`config.mk`:
```
export PLATFORM = sky130hd
export DESIGN_NAME = mmss_stopwatch
export DESIGN_NICKNAME = d
export VERILOG_FILES = /design/src/rtl/mmss_stopwatch.sv
export SDC_FILE = /design/constraint.sdc
export NUM_CORES = 1
export LEC_CHECK = 0
export CELL_PAD_IN_SITES_DETAIL_PLACEMENT = 0
export CELL_PAD_IN_SITES_GLOBAL_PLACEMENT = 1
export CORE_UTILIZATION = 35
export DETAILED_ROUTE_END_ITERATION = 16
export PLACE_DENSITY = 0.73
export SLEW_MARGIN = 40
export SYNTH_ARGS = -nofsm -noshare
export SYNTH_HDL_FRONTEND = slang
export SYNTH_SLANG_ARGS = --single-unit
```
`constraint.sdc`:
```
create_clock -name CLK -period 4.3 [get_ports CLK]
set_input_delay 0.43 -clock CLK [delete_from_list [all_inputs] [get_ports CLK]]
set_output_delay 0.43 -clock CLK [all_outputs]
set_load 0.005 [all_outputs]
```
`src/rtl/mmss_stopwatch.sv`:
```
// MM:SS up/down stopwatch-timer with BCD preset, countdown DONE and wrap pulse,
// driving four active-low 7-segment digits. Optional macro: LEAD_BLANK_EN.
module mmss_stopwatch #(
    parameter int unsigned CLK_HZ  = 50_000_000,
    parameter int unsigned TICK_HZ = 1,
    parameter int unsigned MAX_MIN = 59
) (
    input  logic        CLK,
    input  logic        RST_N,
    input  logic        START_STOP,
    input  logic        CLEAR,
    input  logic        LOAD,
    input  logic [15:0] LD_VAL,
    input  logic        MODE,
    output logic [6:0]  HEX0,
    output logic [6:0]  HEX1,
    output logic [6:0]  HEX2,
    output logic [6:0]  HEX3,
    output logic        RUNNING,
    output logic        DONE,
    output logic        WRAP
);

    localparam int unsigned PERIOD = CLK_HZ / TICK_HZ;
    localparam int unsigned PW     = (PERIOD > 1) ? $clog2(PERIOD) : 1;
    localparam logic [PW-1:0] PRESC_LAST = PW'(PERIOD - 1);
    localparam logic [3:0] MAX_M10 = 4'(MAX_MIN / 10);
    localparam logic [3:0] MAX_M1  = 4'(MAX_MIN % 10);
    localparam logic [15:0] MAX_CNT = {MAX_M10, MAX_M1, 4'd5, 4'd9};
    localparam logic [6:0] SEG_ZERO  = 7'b100_0000;
    localparam logic [6:0] SEG_BLANK = 7'b111_1111;

    typedef enum logic [1:0] {
        S_IDLE = 2'd0,
        S_RUN  = 2'd1,
        S_DONE = 2'd2
    } state_t;

    state_t        state_q, state_nxt;
    logic [PW-1:0] presc_q, presc_nxt;
    logic [15:0]   cnt_q, cnt_nxt;
    logic          mode_q, mode_nxt;
    logic          wrap_nxt, running_nxt, done_nxt;
    logic [15:0]   inc_c, dec_c;
    logic [6:0]    ld_min_c;
    logic          tick_c, cnt_zero_c, load_ok_c, load_acc_c;
    logic [6:0]    hex0_nxt, hex1_nxt, hex2_nxt, hex3_nxt;

    function automatic logic [6:0] seg7(input logic [3:0] d);
        logic [6:0] s;
        case (d)
            4'd0:    s = 7'b100_0000;
            4'd1:    s = 7'b111_1001;
            4'd2:    s = 7'b010_0100;
            4'd3:    s = 7'b011_0000;
            4'd4:    s = 7'b001_1001;
            4'd5:    s = 7'b001_0010;
            4'd6:    s = 7'b000_0010;
            4'd7:    s = 7'b111_1000;
            4'd8:    s = 7'b000_0000;
            4'd9:    s = 7'b001_0000;
            default: s = SEG_BLANK;
        endcase
        return s;
    endfunction

    // Qualifiers shared by the FSM and the datapath
    always_comb begin : qualifiers
        tick_c     = (state_q == S_RUN) && (presc_q == PRESC_LAST);
        cnt_zero_c = (cnt_q == 16'h0000);
        ld_min_c   = 7'(LD_VAL[15:12]) * 7'd10 + 7'(LD_VAL[11:8]);
        load_ok_c  = (LD_VAL[3:0] <= 4'd9) && (LD_VAL[7:4] <= 4'd5) &&
                     (LD_VAL[11:8] <= 4'd9) && (LD_VAL[15:12] <= 4'd9) &&
                     (ld_min_c <= 7'(MAX_MIN));
        load_acc_c = LOAD && load_ok_c && (state_q != S_RUN);
    end

    // BCD increment / decrement with carry and borrow chains
    always_comb begin : bcd_step
        inc_c = cnt_q;
        if (cnt_q[3:0] != 4'd9) begin
            inc_c[3:0] = cnt_q[3:0] + 4'd1;
        end else begin
            inc_c[3:0] = 4'd0;
            if (cnt_q[7:4] != 4'd5) begin
                inc_c[7:4] = cnt_q[7:4] + 4'd1;
            end else begin
                inc_c[7:4] = 4'd0;
                if (cnt_q[11:8] != 4'd9) begin
                    inc_c[11:8] = cnt_q[11:8] + 4'd1;
                end else begin
                    inc_c[11:8]  = 4'd0;
                    inc_c[15:12] = cnt_q[15:12] + 4'd1;
                end
            end
        end

        dec_c = cnt_q;
        if (cnt_q[3:0] != 4'd0) begin
            dec_c[3:0] = cnt_q[3:0] - 4'd1;
        end else begin
            dec_c[3:0] = 4'd9;
            if (cnt_q[7:4] != 4'd0) begin
                dec_c[7:4] = cnt_q[7:4] - 4'd1;
            end else begin
                dec_c[7:4] = 4'd5;
                if (cnt_q[11:8] != 4'd0) begin
                    dec_c[11:8] = cnt_q[11:8] - 4'd1;
                end else begin
                    dec_c[11:8]  = 4'd9;
                    dec_c[15:12] = cnt_q[15:12] - 4'd1;
                end
            end
        end
    end

    always_ff @(posedge CLK or negedge RST_N) begin : state_reg
        if (!RST_N) state_q <= S_IDLE;
        else        state_q <= state_nxt;
    end

    // Next state: CLEAR > LOAD > START_STOP > tick
    always_comb begin : fsm_next
        state_nxt = state_q;
        if (CLEAR) begin
            state_nxt = S_IDLE;
        end else if (load_acc_c) begin
            state_nxt = S_IDLE;
        end else if (START_STOP) begin
            case (state_q)
                S_IDLE:  state_nxt = (MODE && cnt_zero_c) ? S_IDLE : S_RUN;
                S_RUN:   state_nxt = S_IDLE;
                S_DONE:  state_nxt = S_IDLE;
                default: state_nxt = S_IDLE;
            endcase
        end else if (tick_c && mode_q && (cnt_q == 16'h0001)) begin
            state_nxt = S_DONE;
        end
    end

    always_comb begin : fsm_out
        running_nxt = 1'b0;
        done_nxt    = 1'b0;
        running_nxt = (state_nxt == S_RUN);
        done_nxt    = (state_nxt == S_DONE);
    end

    // Count, prescaler and direction updates under the same priority
    always_comb begin : count_next
        cnt_nxt   = cnt_q;
        presc_nxt = presc_q;
        mode_nxt  = mode_q;
        wrap_nxt  = 1'b0;
        if (CLEAR) begin
            cnt_nxt   = 16'h0000;
            presc_nxt = '0;
        end else if (load_acc_c) begin
            cnt_nxt   = LD_VAL;
            presc_nxt = '0;
        end else if (START_STOP) begin
            if ((state_q == S_IDLE) && (state_nxt == S_RUN)) begin
                presc_nxt = '0;
                mode_nxt  = MODE;
            end
        end else if (state_q == S_RUN) begin
            presc_nxt = tick_c ? '0 : presc_q + PW'(1);
            if (tick_c) begin
                if (!mode_q) begin
                    if (cnt_q == MAX_CNT) begin
                        cnt_nxt  = 16'h0000;
                        wrap_nxt = 1'b1;
                    end else begin
                        cnt_nxt = inc_c;
                    end
                end else if (!cnt_zero_c) begin
                    cnt_nxt = dec_c;
                end
            end
        end
    end

    always_comb begin : hex_next
        hex0_nxt = seg7(cnt_q[3:0]);
        hex1_nxt = seg7(cnt_q[7:4]);
        hex2_nxt = seg7(cnt_q[11:8]);
        hex3_nxt = seg7(cnt_q[15:12]);
`ifdef LEAD_BLANK_EN
        if (cnt_q[15:12] == 4'd0) begin
            hex3_nxt = SEG_BLANK;
            if (cnt_q[11:8] == 4'd0) hex2_nxt = SEG_BLANK;
        end
`else
        hex2_nxt = hex2_nxt;
`endif
    end

    always_ff @(posedge CLK or negedge RST_N) begin : data_reg
        if (!RST_N) begin
            presc_q <= '0;
            cnt_q   <= 16'h0000;
            mode_q  <= 1'b0;
            RUNNING <= 1'b0;
            DONE    <= 1'b0;
            WRAP    <= 1'b0;
            HEX0    <= SEG_ZERO;
            HEX1    <= SEG_ZERO;
            HEX2    <= SEG_ZERO;
            HEX3    <= SEG_ZERO;
        end else begin
            presc_q <= presc_nxt;
            cnt_q   <= cnt_nxt;
            mode_q  <= mode_nxt;
            RUNNING <= running_nxt;
            DONE    <= done_nxt;
            WRAP    <= wrap_nxt;
            HEX0    <= hex0_nxt;
            HEX1    <= hex1_nxt;
            HEX2    <= hex2_nxt;
            HEX3    <= hex3_nxt;
        end
    end

endmodule

```
## Word level (Yosys, flattened, before mapping)

Memories as Yosys holds them, arrays and structs flattened. A register that Yosys moved wholly into a read port is not among the register bits.
Index checks and enable logic that the tools add are counted.

| word-level totals | value |
|---|---|
| output and inout port bits | 31 |
| memories kept | 4 |
| memory bits (read-only) | 448 |
| bits of input ports | 22 |
| flip-flop bits (word level) | 48 |
| word-level logic and storage cells | 119 |

| operators by class | value |
|---|---|
| $mul | 1 |
| equal/unequal tests | 19 |
| reduce and logical (&&, ||, !) cells | 29 |
| $add $sub $neg | 10 |
| magnitude comparators | 5 |
| mux-type cells | 39 |
| bitwise operators | 2 |

Memories:

| memory | depth | width | rd ports | clocked after Yosys merged registers in | wr ports | line | RTL |
|---|---|---|---|---|---|---|---|
| (name not given) | 16 | 7 | 1 | 1 | 0 | 51 | `case (d)` |
| (name not given) | 16 | 7 | 1 | 1 | 0 | 51 |  |
| (name not given) | 16 | 7 | 1 | 1 | 0 | 51 |  |
| (name not given) | 16 | 7 | 1 | 1 | 0 | 51 |  |

Operators with widths:

| kind | count |
|---|---|
| two-way mux 26 bit | 6 |
| two-way mux 16 bit | 8 |
| two-way mux 4 bit | 8 |
| adder 26 x 1 -> 26 bit, second input constant | 1 |
| equality test 26 bit, second input constant | 1 |
| two-way mux 12 bit | 2 |
| != test 4 bit, second input constant | 5 |
| adder 4 x 1 -> 4 bit, second input constant | 4 |
| equality test 16 x 1 -> 1 bit, second input constant | 1 |
| equality test 16 x 15 -> 1 bit, second input constant | 1 |
| logical NOT 16 bit | 1 |
| two-way mux 8 bit | 2 |
| nonzero test 4 bit | 4 |
| subtractor 4 x 1 -> 4 bit, second input constant | 4 |
| != test 5 x 4 -> 1 bit, second input constant | 3 |
| <= comparator 4 bit, second input constant | 3 |
| logical AND 1 bit | 11 |
| AND reduction 10 bit | 1 |
| two-way mux 1 bit | 9 |
| two-way mux 2 bit | 4 |
| != test 4 x 3 -> 1 bit, second input constant | 2 |
| AND reduction 4 bit | 2 |
| AND reduction 8 bit | 1 |
| adder 7 x 4 -> 7 bit | 1 |
| 14 further kinds | 20 |

## Depth between registers and ports, before layout

| logic depth | value |
|---|---|
| depth in word-level cells | 15 |
| depth in mapped cells | 11 |
| mapped depth without buffers | 10 |

## Least setup slack after synthesis

OpenSTA, ideal clock, no wires.

| timing | value |
|---|---|
| path kind | input to register |
| start point | input LD_VAL[13] |
| end point | register presc_q[19] |
| required time | 4.205 ns |
| setup time | 0.095 ns |
| path buffers | 1 |
| path slack | 1.696 ns |
| cell stages on the path | 11 |
| data arrival time | 2.509 ns |
| cells stage by stage | ha_1 ha_1 inv_1 fa_1 xor2_1 a2111oi_0 nand3b_1 o21ai_2 clkbuf_1 o2111ai_1 o31ai_1 |

| on the way | value |
|---|---|
| word-level cells in the longest chain between the ends | 12 |
| elaborated cells on any way between the ends | 17 |
| classes of those cells | 1 x add/sub; 1 x mul; 2 x order compare; 2 x eq/ne; 4 x mux; 7 x reduce/logical |

RTL lines:

| element | line | RTL |
|---|---|---|
| start, declared | 13 | `input logic [15:0] LD_VAL,` |
| multiplier 4 x 3 -> 6 bit | 71 | `ld_min_c = 7'(LD_VAL[15:12]) * 7'd10 + 7'(LD_VAL[11:8]);` |
| adder 7 x 4 -> 7 bit | 71 |  |
| <= comparator 7 x 6 -> 1 bit | 74 | `(ld_min_c <= 7'(MAX_MIN));` |
| logical AND 1 bit (*) | 73 | `(LD_VAL[11:8] <= 4'd9) && (LD_VAL[15:12] <= 4'd9) &&` |
| logical AND 1 bit (*) (2 in a row) | 75 | `load_acc_c = LOAD && load_ok_c && (state_q != S_RUN);` |
| two-way mux 2 bit | 127 | `end else if (load_acc_c) begin` |
| two-way mux 2 bit | 125 | `if (CLEAR) begin` |
| equality test 2 x 1 -> 1 bit | 161 | `if ((state_q == S_IDLE) && (state_nxt == S_RUN)) begin` |
| logical AND 1 bit | 161 |  |
| != test 4 x 1 -> 1 bit (no source line) | - |  |
| AND reduction 2 bit (no source line) | - |  |
| end signal, assigned | 210 | `presc_q <= presc_nxt;` |
| end, declared | 40 | `logic [PW-1:0] presc_q, presc_nxt;` |

Mark *: on every way between the ends. The rest lies on a longest branch, timed or not.
A chain may end at the register's enable or synchronous reset.

## Worst setup path in the final report

| timing | value |
|---|---|
| start point | input LD_VAL[13] |
| end point | register mode_q |

| on the way | value |
|---|---|
| word-level cells in the longest chain between the ends | 11 |
| elaborated cells on any way between the ends | 14 |
| classes of those cells | 1 x add/sub; 1 x mul; 2 x order compare; 1 x eq/ne; 2 x mux; 1 x bitwise; 6 x reduce/logical |

RTL lines:

| element | line | RTL |
|---|---|---|
| multiplier 4 x 3 -> 6 bit | 71 |  |
| adder 7 x 4 -> 7 bit | 71 |  |
| <= comparator 7 x 6 -> 1 bit | 74 |  |
| logical AND 1 bit (*) | 73 |  |
| logical AND 1 bit (*) (2 in a row) | 75 |  |
| two-way mux 2 bit | 127 |  |
| two-way mux 2 bit | 125 |  |
| equality test 2 x 1 -> 1 bit | 161 |  |
| logical AND 1 bit | 161 |  |
| AND reduction 4 bit (no source line) (*) | - |  |
| end signal, assigned | 212 | `mode_q <= mode_nxt;` |
| end, declared | 42 | `logic mode_q, mode_nxt;` |

Marked as above.

==> impl_metrics.tcl <==
set metrics [dict create \
    crit_path_max_incr_delay_ns 0.50 \
    netlist-cell-type-count 66 \
    arrival_ns 3.42 \
    timing_worst_slew_pin_value_ns 0.8349 \
    n_antenna_cell 0 \
    clk_pin_slew_worst_paths_ns 0.06 \
    area_delta_synth_final_pct 19.68 \
    antenna_violations_before_repair 0 \
    syn_area_per_cell_um2 8.842 \
    leading_cell_types_in_the_layout_fill_and_taps_excluded "72 x sky130_fd_sc_hd__dfrtp_1, 51 x sky130_fd_sc_hd__clkdlybuf4s50_1, 44 x sky130_fd_sc_hd__o21ai_0, 44 x sky130_fd_sc_hd__nor2_1, 43 x sky130_fd_sc_hd__nand2_1" \
    path_max_fanout 14 \
    global_route.usage.total 0.1941 \
    post_drt_wl_per_cell_um 16.82 \
    detailedPlace.worstSlack_ns 0.7657 \
    utilization 0.4366 \
    first_global_vias 4262 \
    max_slew_margin 0.4434 \
    finalWeightedCongestion 0.8453 \
    synth.ff_latch_count 76 \
    cts_setup_buffers 0 \
    routed_via_density 5.684 \
    drc_errors 0 \
    starting_utilization_of_the_core_area 0.3648 \
    syn_inst 555 \
    hpwl_um 9163 \
    final_layout_size_suffix_gt1_frac 0.06965 \
    cp.required_ns 4.53 \
    max_cap_viol 0 \
    core-area_um2 13450 \
    clk_path_buf_depth 2 \
    maxClockFrequency_mhz 312.8 \
    status "completed" \
    cts_tree "built" \
    period_utilisation_layout 0.7436 \
    finalWorstSetupSlack_ns 1.103 \
    combPwrFrac 0.174 \
    rsz0062_at_grt "no" \
    critical_path.slowest_cell "sky130_fd_sc_hd__clkdlybuf4s50_1" \
    hold_viol_final 0 \
    fin_nets 649 \
    worstPathCellList "clkdlybuf4s50_1 > ha_1 > ha_1 > inv_1 > fa_1 > xor2_1 > a2111oi_0 > nand3b_1 > o21ai_4 > buf_4 > nand3b_1 > mux2_2" \
    fp.dieH_um 120.4 \
    mappedNetlistNets 606 \
    synth_sequential_area_ratio 0.3886 \
    cts_hold_buffers 0 \
    ir_drop_uv 263.7 \
    finalSetupViolations 0 \
    drt_iter0_drc 302 \
    synth_ff_type "sky130_fd_sc_hd__dfrtp_1" \
    power.internal_mw 1.344 \
    path_delay_family "adder cells" \
    cts_made_buffers 9 \
    fin_tns_setup_ns 0 \
    async_reset_ff_frac 1.000 \
    cts.repair.resized 0 \
    timing.clock.skew_ns 0.007253 \
    worst_setup_path_start_kind "input pin" \
    synth_top_area_frac 0.3672 \
    antenna_violating_nets_post_route 0 \
    switching_portion_of_total_power 0.2811 \
    top_level_pins 53 \
    grt_start_max_net_pins 77 \
    dr_vias 4428 \
    switchingPower_uw 525.7 \
    drt_first_pass_iters 5 \
    worstSetupEndpointType "flip-flop" \
    portbufs 52 \
    hp-class "input pin to async pin" \
    number_of_core_rows 42 \
    slew_viol_final 0 \
    chipWidth_um 120.4 \
    worstPathBufferInverterCount 3 \
    gr-total-overflow 0 \
    clkPwrFrac 0.406 \
    cts_root_buf "sky130_fd_sc_hd__clkbuf_16" \
    synth.largest_area_cell "sky130_fd_sc_hd__dfrtp_1" \
    cts_htree_levels 3 \
    sequential_group_share_of_total_power 0.420 \
    syn_area_um2 4907 \
    first_pass_grt_wire_length_um 21980 \
    number_of_flops_mapped_to_enable_cells_by_yosys 0 \
    cellLeakagePower_nw 2.477 \
    clkSinkCount 76 \
    totalWireLength_um 13110 \
    crit_type "input pin to flip-flop" \
    synth_warnings 0 \
    layout_commonest_cell "sky130_fd_sc_hd__dfrtp_1" \
    power.density_nw_per_um2 318.4 \
    fp.dieArea_um2 14500 \
    period_needed_ns 3.197 \
    clock_insertion_delay_worst_skew_ns 0.35 \
    synth.top_cells.by_area "sky130_fd_sc_hd__dfrtp_1 37%, sky130_fd_sc_hd__ha_1 6.9%, sky130_fd_sc_hd__o21ai_0 4.5%" \
]
==> area by class of cell <==
type                            count  area [um^2]
Clock buffer                       14        254.0
Clock inverter                      2        35.03
Fill cell                        1376         7580
Inverter                           29        108.9
Multi-Input combinational cell    424         2781
Sequential cell                    76         1907
Tap cell                          176        220.2
Timing Repair Buffer               58        566.8
==> per-layer routing <==
layer	part of all wire	track usage	vias up
li1	-	-	2155
met1	0.47	0.2622	2159
met2	0.47	0.3107	105
met3	0.052	0.05142	9
met4	0.0077	0.04244	0
met5	0	0	-
==> final timing paths <==
kind                        startpoint          end  slack (ns)  depth (start not counted)
setup / recovery            LD_VAL[13]       mode_q        1.10                         12
hold / removal                   RST_N     cnt_q[3]        0.13                          1
setup reg to reg              cnt_q[9]  presc_q[11]        1.31                          8
hold reg to reg            presc_q[25]  presc_q[25]        0.49                          1
max in group asynchronous        RST_N   presc_q[1]        3.68                          1
min in group CLK           presc_q[25]  presc_q[25]        0.49                          1
==> cell usage after synthesis (3+ instances only) <==
cell / instances
sky130_fd_sc_hd__xnor2_1: 3
sky130_fd_sc_hd__and4b_1: 3
sky130_fd_sc_hd__and2_1: 3
sky130_fd_sc_hd__xor2_1: 6
sky130_fd_sc_hd__nor2b_1: 6
sky130_fd_sc_hd__and3_1: 7
sky130_fd_sc_hd__o211ai_1: 12
sky130_fd_sc_hd__a31oi_1: 13
sky130_fd_sc_hd__a21oi_1: 40
sky130_fd_sc_hd__dfrtp_1: 72
sky130_fd_sc_hd__a211oi_1: 11
sky130_fd_sc_hd__o31ai_1: 14
sky130_fd_sc_hd__nand3b_1: 3
sky130_fd_sc_hd__mux2i_1: 9
sky130_fd_sc_hd__buf_2: 7
sky130_fd_sc_hd__nor3b_1: 4
sky130_fd_sc_hd__o22ai_1: 3
sky130_fd_sc_hd__ha_1: 27
sky130_fd_sc_hd__dfstp_2: 4
sky130_fd_sc_hd__clkinv_1: 3
sky130_fd_sc_hd__nor2_1: 44
sky130_fd_sc_hd__nand4_1: 15
sky130_fd_sc_hd__nand2_1: 43
sky130_fd_sc_hd__or2_2: 4
sky130_fd_sc_hd__or3_1: 6
sky130_fd_sc_hd__o21ai_0: 44
sky130_fd_sc_hd__nand2b_1: 12
sky130_fd_sc_hd__o2111ai_1: 7
sky130_fd_sc_hd__nor3_1: 10
sky130_fd_sc_hd__inv_1: 26
sky130_fd_sc_hd__and4_1: 4
sky130_fd_sc_hd__clkbuf_1: 15
sky130_fd_sc_hd__nand3_1: 29
==> state kept, by name, indices dropped and copies added, names as in the netlist <==
name	cells
HEX0	7
mode_q	1
HEX2	7
HEX3	7
DONE	1
presc_q	26
state_q	2
cnt_q	16
WRAP	1
RUNNING	1
HEX1	7
==> power groups by stage <==
stage                     Clock (mW)  Combinational, mW  Sequential [mW]
after floorplan                    0              0.213            0.772
after global placement             0              0.322            0.797
after detailed placement           0              0.327            0.798
after CTS                      0.781              0.329            0.785
after global routing           0.813              0.364            0.790
final                          0.759              0.326            0.785
==> kinds of logic after synthesis <==
| group | count (synthesis) | share of synthesized area |
|---|---|---|
| AND/OR/NAND/NOR | 210 | 0.2323 |
| flip-flops | 76 | 0.3886 |
| adder cells (fa/ha/maj) | 29 | 0.07700 |
| buffers and inverters | 55 | 0.04615 |
| XOR/XNOR | 9 | 0.01606 |
| multiplexers | 11 | 0.02295 |
| AO/OA/AOI/OAI | 165 | 0.2170 |
==> per-stage QoR <==
stage	power, mW	hold WS, ns	area, um^2	std cells
3_3_place_gp	1.119	0.4749	5580	763
2_1_floorplan	0.9854	0.1344	4907	555
3_5_place_dp	1.125	0.4840	5584	763
4_1_cts	1.896	0.1536	5873	779
6_report	1.870	0.1258	5873	779
5_1_grt	1.966	0.1760	5873	779
Note: power is estimated with default switching activity, not from simulation.
==> edit 1 (config.mk and constraints unchanged) <==
Add an input register stage for `START_STOP`, `CLEAR`, `LOAD`, `LD_VAL` and `MODE`, without a reset; this delays them by one clock.
--- a/src/rtl/mmss_stopwatch.sv
+++ b/src/rtl/mmss_stopwatch.sv
@@ -36,6 +36,20 @@
         S_DONE = 2'd2
     } state_t;
 
+    logic START_STOP_q;
+    logic CLEAR_q;
+    logic LOAD_q;
+    logic [15:0] LD_VAL_q;
+    logic MODE_q;
+
+    always_ff @(posedge CLK) begin
+        START_STOP_q <= START_STOP;
+        CLEAR_q      <= CLEAR;
+        LOAD_q       <= LOAD;
+        LD_VAL_q     <= LD_VAL;
+        MODE_q       <= MODE;
+    end
+
     state_t        state_q, state_nxt;
     logic [PW-1:0] presc_q, presc_nxt;
     logic [15:0]   cnt_q, cnt_nxt;
@@ -68,11 +82,11 @@
     always_comb begin : qualifiers
         tick_c     = (state_q == S_RUN) && (presc_q == PRESC_LAST);
         cnt_zero_c = (cnt_q == 16'h0000);
-        ld_min_c   = 7'(LD_VAL[15:12]) * 7'd10 + 7'(LD_VAL[11:8]);
-        load_ok_c  = (LD_VAL[3:0] <= 4'd9) && (LD_VAL[7:4] <= 4'd5) &&
-                     (LD_VAL[11:8] <= 4'd9) && (LD_VAL[15:12] <= 4'd9) &&
+        ld_min_c   = 7'(LD_VAL_q[15:12]) * 7'd10 + 7'(LD_VAL_q[11:8]);
+        load_ok_c  = (LD_VAL_q[3:0] <= 4'd9) && (LD_VAL_q[7:4] <= 4'd5) &&
+                     (LD_VAL_q[11:8] <= 4'd9) && (LD_VAL_q[15:12] <= 4'd9) &&
                      (ld_min_c <= 7'(MAX_MIN));
-        load_acc_c = LOAD && load_ok_c && (state_q != S_RUN);
+        load_acc_c = LOAD_q && load_ok_c && (state_q != S_RUN);
     end
 
     // BCD increment / decrement with carry and borrow chains
@@ -122,13 +136,13 @@
     // Next state: CLEAR > LOAD > START_STOP > tick
     always_comb begin : fsm_next
         state_nxt = state_q;
-        if (CLEAR) begin
+        if (CLEAR_q) begin
             state_nxt = S_IDLE;
         end else if (load_acc_c) begin
             state_nxt = S_IDLE;
-        end else if (START_STOP) begin
+        end else if (START_STOP_q) begin
             case (state_q)
-                S_IDLE:  state_nxt = (MODE && cnt_zero_c) ? S_IDLE : S_RUN;
+                S_IDLE:  state_nxt = (MODE_q && cnt_zero_c) ? S_IDLE : S_RUN;
                 S_RUN:   state_nxt = S_IDLE;
                 S_DONE:  state_nxt = S_IDLE;
                 default: state_nxt = S_IDLE;
@@ -151,16 +165,16 @@
         presc_nxt = presc_q;
         mode_nxt  = mode_q;
         wrap_nxt  = 1'b0;
-        if (CLEAR) begin
+        if (CLEAR_q) begin
             cnt_nxt   = 16'h0000;
             presc_nxt = '0;
         end else if (load_acc_c) begin
-            cnt_nxt   = LD_VAL;
+            cnt_nxt   = LD_VAL_q;
             presc_nxt = '0;
-        end else if (START_STOP) begin
+        end else if (START_STOP_q) begin
             if ((state_q == S_IDLE) && (state_nxt == S_RUN)) begin
                 presc_nxt = '0;
-                mode_nxt  = MODE;
+                mode_nxt  = MODE_q;
             end
         end else if (state_q == S_RUN) begin
             presc_nxt = tick_c ? '0 : presc_q + PW'(1);
Function: changed (a bounded check fails within 4 cycles, from zero or initial values and one cycle with RST_N low).
==> edit 1 against the unedited design <==
- sequential cell count is 20 higher
- synthesized area up 14%
- cell area grew 11%
- power up 11%
- setup slack worse by 170 ps
- count of clock-buffer cells in the layout shrank 3
- routed wire length up 9.3%
- via count grew 8.9%
- first-iteration DRC count rose by 12%
==> edit 1: results (changes against the unedited design) <==
metric,value,unit,change
critPathCapture,presc_q[20]$_DFFE_PN0P_,,
fin_nets,703,,+8.3%
synth_cell_type_count,78,,+18%
buffer_area_share,8.69,%,-0.96 points
num-multi-input-gates,459,,+8.3%
place_congestion,0.822,,-2.8%
reg2reg_depth,10,,+2
maxSlewHeadroom,54.1,%,+9.8 points
taps,211,,+20%
synth_compound_area_share,18.9,%,-2.8 points
async_reset_ff_share,79.2,%,-21 points
sequentialPower,0.000954,W,+22%
synthMuxAreaShare,2.01,%,-0.29 points
ys_seq_elements,96,,+26%
routedWlPerCell,16.5,um,-1.9%
synth_cells,616,,+11%
dpl-instance-area,6230,um^2,+12%
place_hpwl,9980,um,+8.9%
r2r_setup_slack,930,ps,-380 ps
seq_area_share,35.4,%,+2.9 points
multi_input_area_share,45.8,%,-1.5 points
synthXorXnorAreaFrac,1.25,%,-0.36 points
grt_pass1_vias,4441,,+4.2%
ys_seq_area_share,41.1,%,+2.3 points
yosys.area_share.adder,6.74,%,-0.97 points
ys_top_cells_by_area,"dfrtp_1, dfxtp_1, ha_1",,
status,"complete, no violations",,
holdWs,108,ps,-17.6 ps
[edit 1: cells by family (layout without fill, tap and decap cells)]
group                      after synthesis  count (layout)
and+or+nand+nor                        246             246
AOI/OAI and AO/OA                      165             165
DFF                                     96              96
buffers and inverters                   61             102
adders and majority gates               29              29
muxes                                   11              11
xor gates and xnor gates                 8               8
[edit 1: per-stage QoR]
| step | total power [W] | utilization [%] |
|---|---|---|
| after floorplan | 0.00118 | - |
| after global placement | 0.00129 | 40.4 |
| after detailed placement | 0.00129 | 40.4 |
| final | 0.00208 | 42.3 |
| after CTS | 0.00210 | 42.3 |
| after global routing | 0.00218 | 42.3 |
[edit 1: routing by layer]
layer,vias to the layer above,global-route usage [%],share of wire (%)
met5,-,0,0
met4,0,7.82,1.7
met3,19,2.62,4.9
met2,165,28.4,46
met1,2303,25.3,47
li1,2334,-,-
==> edit 2 (config.mk and constraints unchanged) <==
Made on the original files. `MAX_MIN`: 59 -> 29.
--- a/src/rtl/mmss_stopwatch.sv
+++ b/src/rtl/mmss_stopwatch.sv
@@ -3,7 +3,7 @@
 module mmss_stopwatch #(
     parameter int unsigned CLK_HZ  = 50_000_000,
     parameter int unsigned TICK_HZ = 1,
-    parameter int unsigned MAX_MIN = 59
+    parameter int unsigned MAX_MIN = 29
 ) (
     input  logic        CLK,
     input  logic        RST_N,
Behaviour: not the same (a bounded check fails within 4 cycles, from zero or initial values and one cycle with RST_N low).
==> edit 2 against the unedited design <==
- power shrank 2.4%
- clock power grew 5.1%
- sequential cell count is the same
- core utilization shrank 0.60 points
- cell area grew 2.2%
- via count grew 3.0%
- synthesized area grew 2.3%
- routed wire length shrank 1.2%
- clock skew grew 4.7 ps
- non-clock buffer count shrank 1
- setup slack gained 40 ps
- combinational power shrank 16%
- critical path depth is the same
- count of clock-buffer cells in the layout shrank 4
- critical endpoint unchanged
==> edit 2: results (changes against the unedited design) <==
metric,value,unit,change
status,"complete, no violations",,
grt_pass1_wl,22100,um,+0.35%
drt-initial-drc-count,286,,-5.3%
switchingPower,0.000508,W,-3.3%
drt-met1-wl,5750,um,-6.2%
placed_cells,789,,+3.4%
drt-total-wl,13000,um,-1.2%
crit_start,LD_VAL[15],,
slowest_delay,540,ps,+40 ps
tightest_slew,774,ps,-60.5 ps
worstPathArrival,3410,ps,about the same
grt_use_met1,23.2,%,-3.1 points
drive_gt1_share,7.84,%,+0.87 points
ir_drop,0.187,mV,-29%
worst-path-max-fanout,30,,+16
r2r_setup_slack,1160,ps,-150 ps
use_met2,32.1,%,+1.0 points
routedWlPerCell,16.1,um,-4.4%
ys_top_cells_by_area,"dfrtp_1, ha_1, nor2_1",,
r2r-end,presc_q[20]$_DFFE_PN0P_,,
synth_area_per_cell,8.63,um^2,-2.4%
ys_seq_area_share,38.0,%,-0.88 points
place_hpwl,9140,um,-0.27%
r2r-start,cnt_q[5]$_DFFE_PN0P_,,
power_leakage,2.48,nW,+0.16%
dpl-instance-area,5680,um^2,+1.8%
fin_worst_skew,12.0,ps,+4.74 ps
nFillCells,1343,,-2.4%
synth_commonest_cells,"dfrtp_1, nor2_1, nand2_1",,
fin_nets,671,,+3.4%
wl_met2,6460,um,+4.1%
grt_pass1_vias,4467,,+4.8%
-- edit 2: cell count changes in the layout (fill, tap and decap cells not counted), sizes merged, moves of 6 or more --
cell | unedited run | this run
nand2 | 44 | 55
nand4 | 15 | 7
o2111ai | 7 | 1
nor2 | 44 | 56
o31ai | 14 | 7
o211ai | 12 | 19
a311oi | 3 | 9
-- edit 2: cells by family after synthesis --
family	Yosys count	share of synthesized area (%)
AO/OA/AOI/OAI	168	21.1
buffers and inverters	59	4.73
multiplexers	9	1.84
adder cells (fa/ha/maj)	29	7.53
AND/OR/NAND/NOR	230	24.9
flip-flops	76	38.0
XOR/XNOR	11	1.92
-- edit 2: layout make-up --
class / instances / area, um^2 / share of cell area, %
Sequential cell: 76 / 1910 / 31.8
Timing Repair Buffer: 57 / 559 / 9.32
Tap cell: 180 / 225 / 3.75
Clock inverter: 6 / 70.1 / 1.17
Clock buffer: 10 / 239 / 3.98
Multi-Input combinational cell: 447 / 2890 / 48.2
Inverter: 29 / 109 / 1.81
-- edit 2: power by group through the flow --
stage / clock network (W) / registers (W) / logic (W)
after floorplan: 0 / 0.000757 / 0.000178
after global placement: 0 / 0.000766 / 0.000273
after detailed placement: 0 / 0.000767 / 0.000276
after CTS: 0.000826 / 0.000753 / 0.000278
after global routing: 0.000848 / 0.000756 / 0.000311
final: 0.000798 / 0.000753 / 0.000274
-- edit 2: stage by stage --
| stage | setup WS (ps) | hold slack, ps |
|---|---|---|
| floorplan | 1420 | 134 |
| global placement | 859 | 464 |
| detailed placement | 777 | 472 |
| CTS | 1150 | 130 |
| global route | 854 | 171 |
| finish | 1140 | 103 |
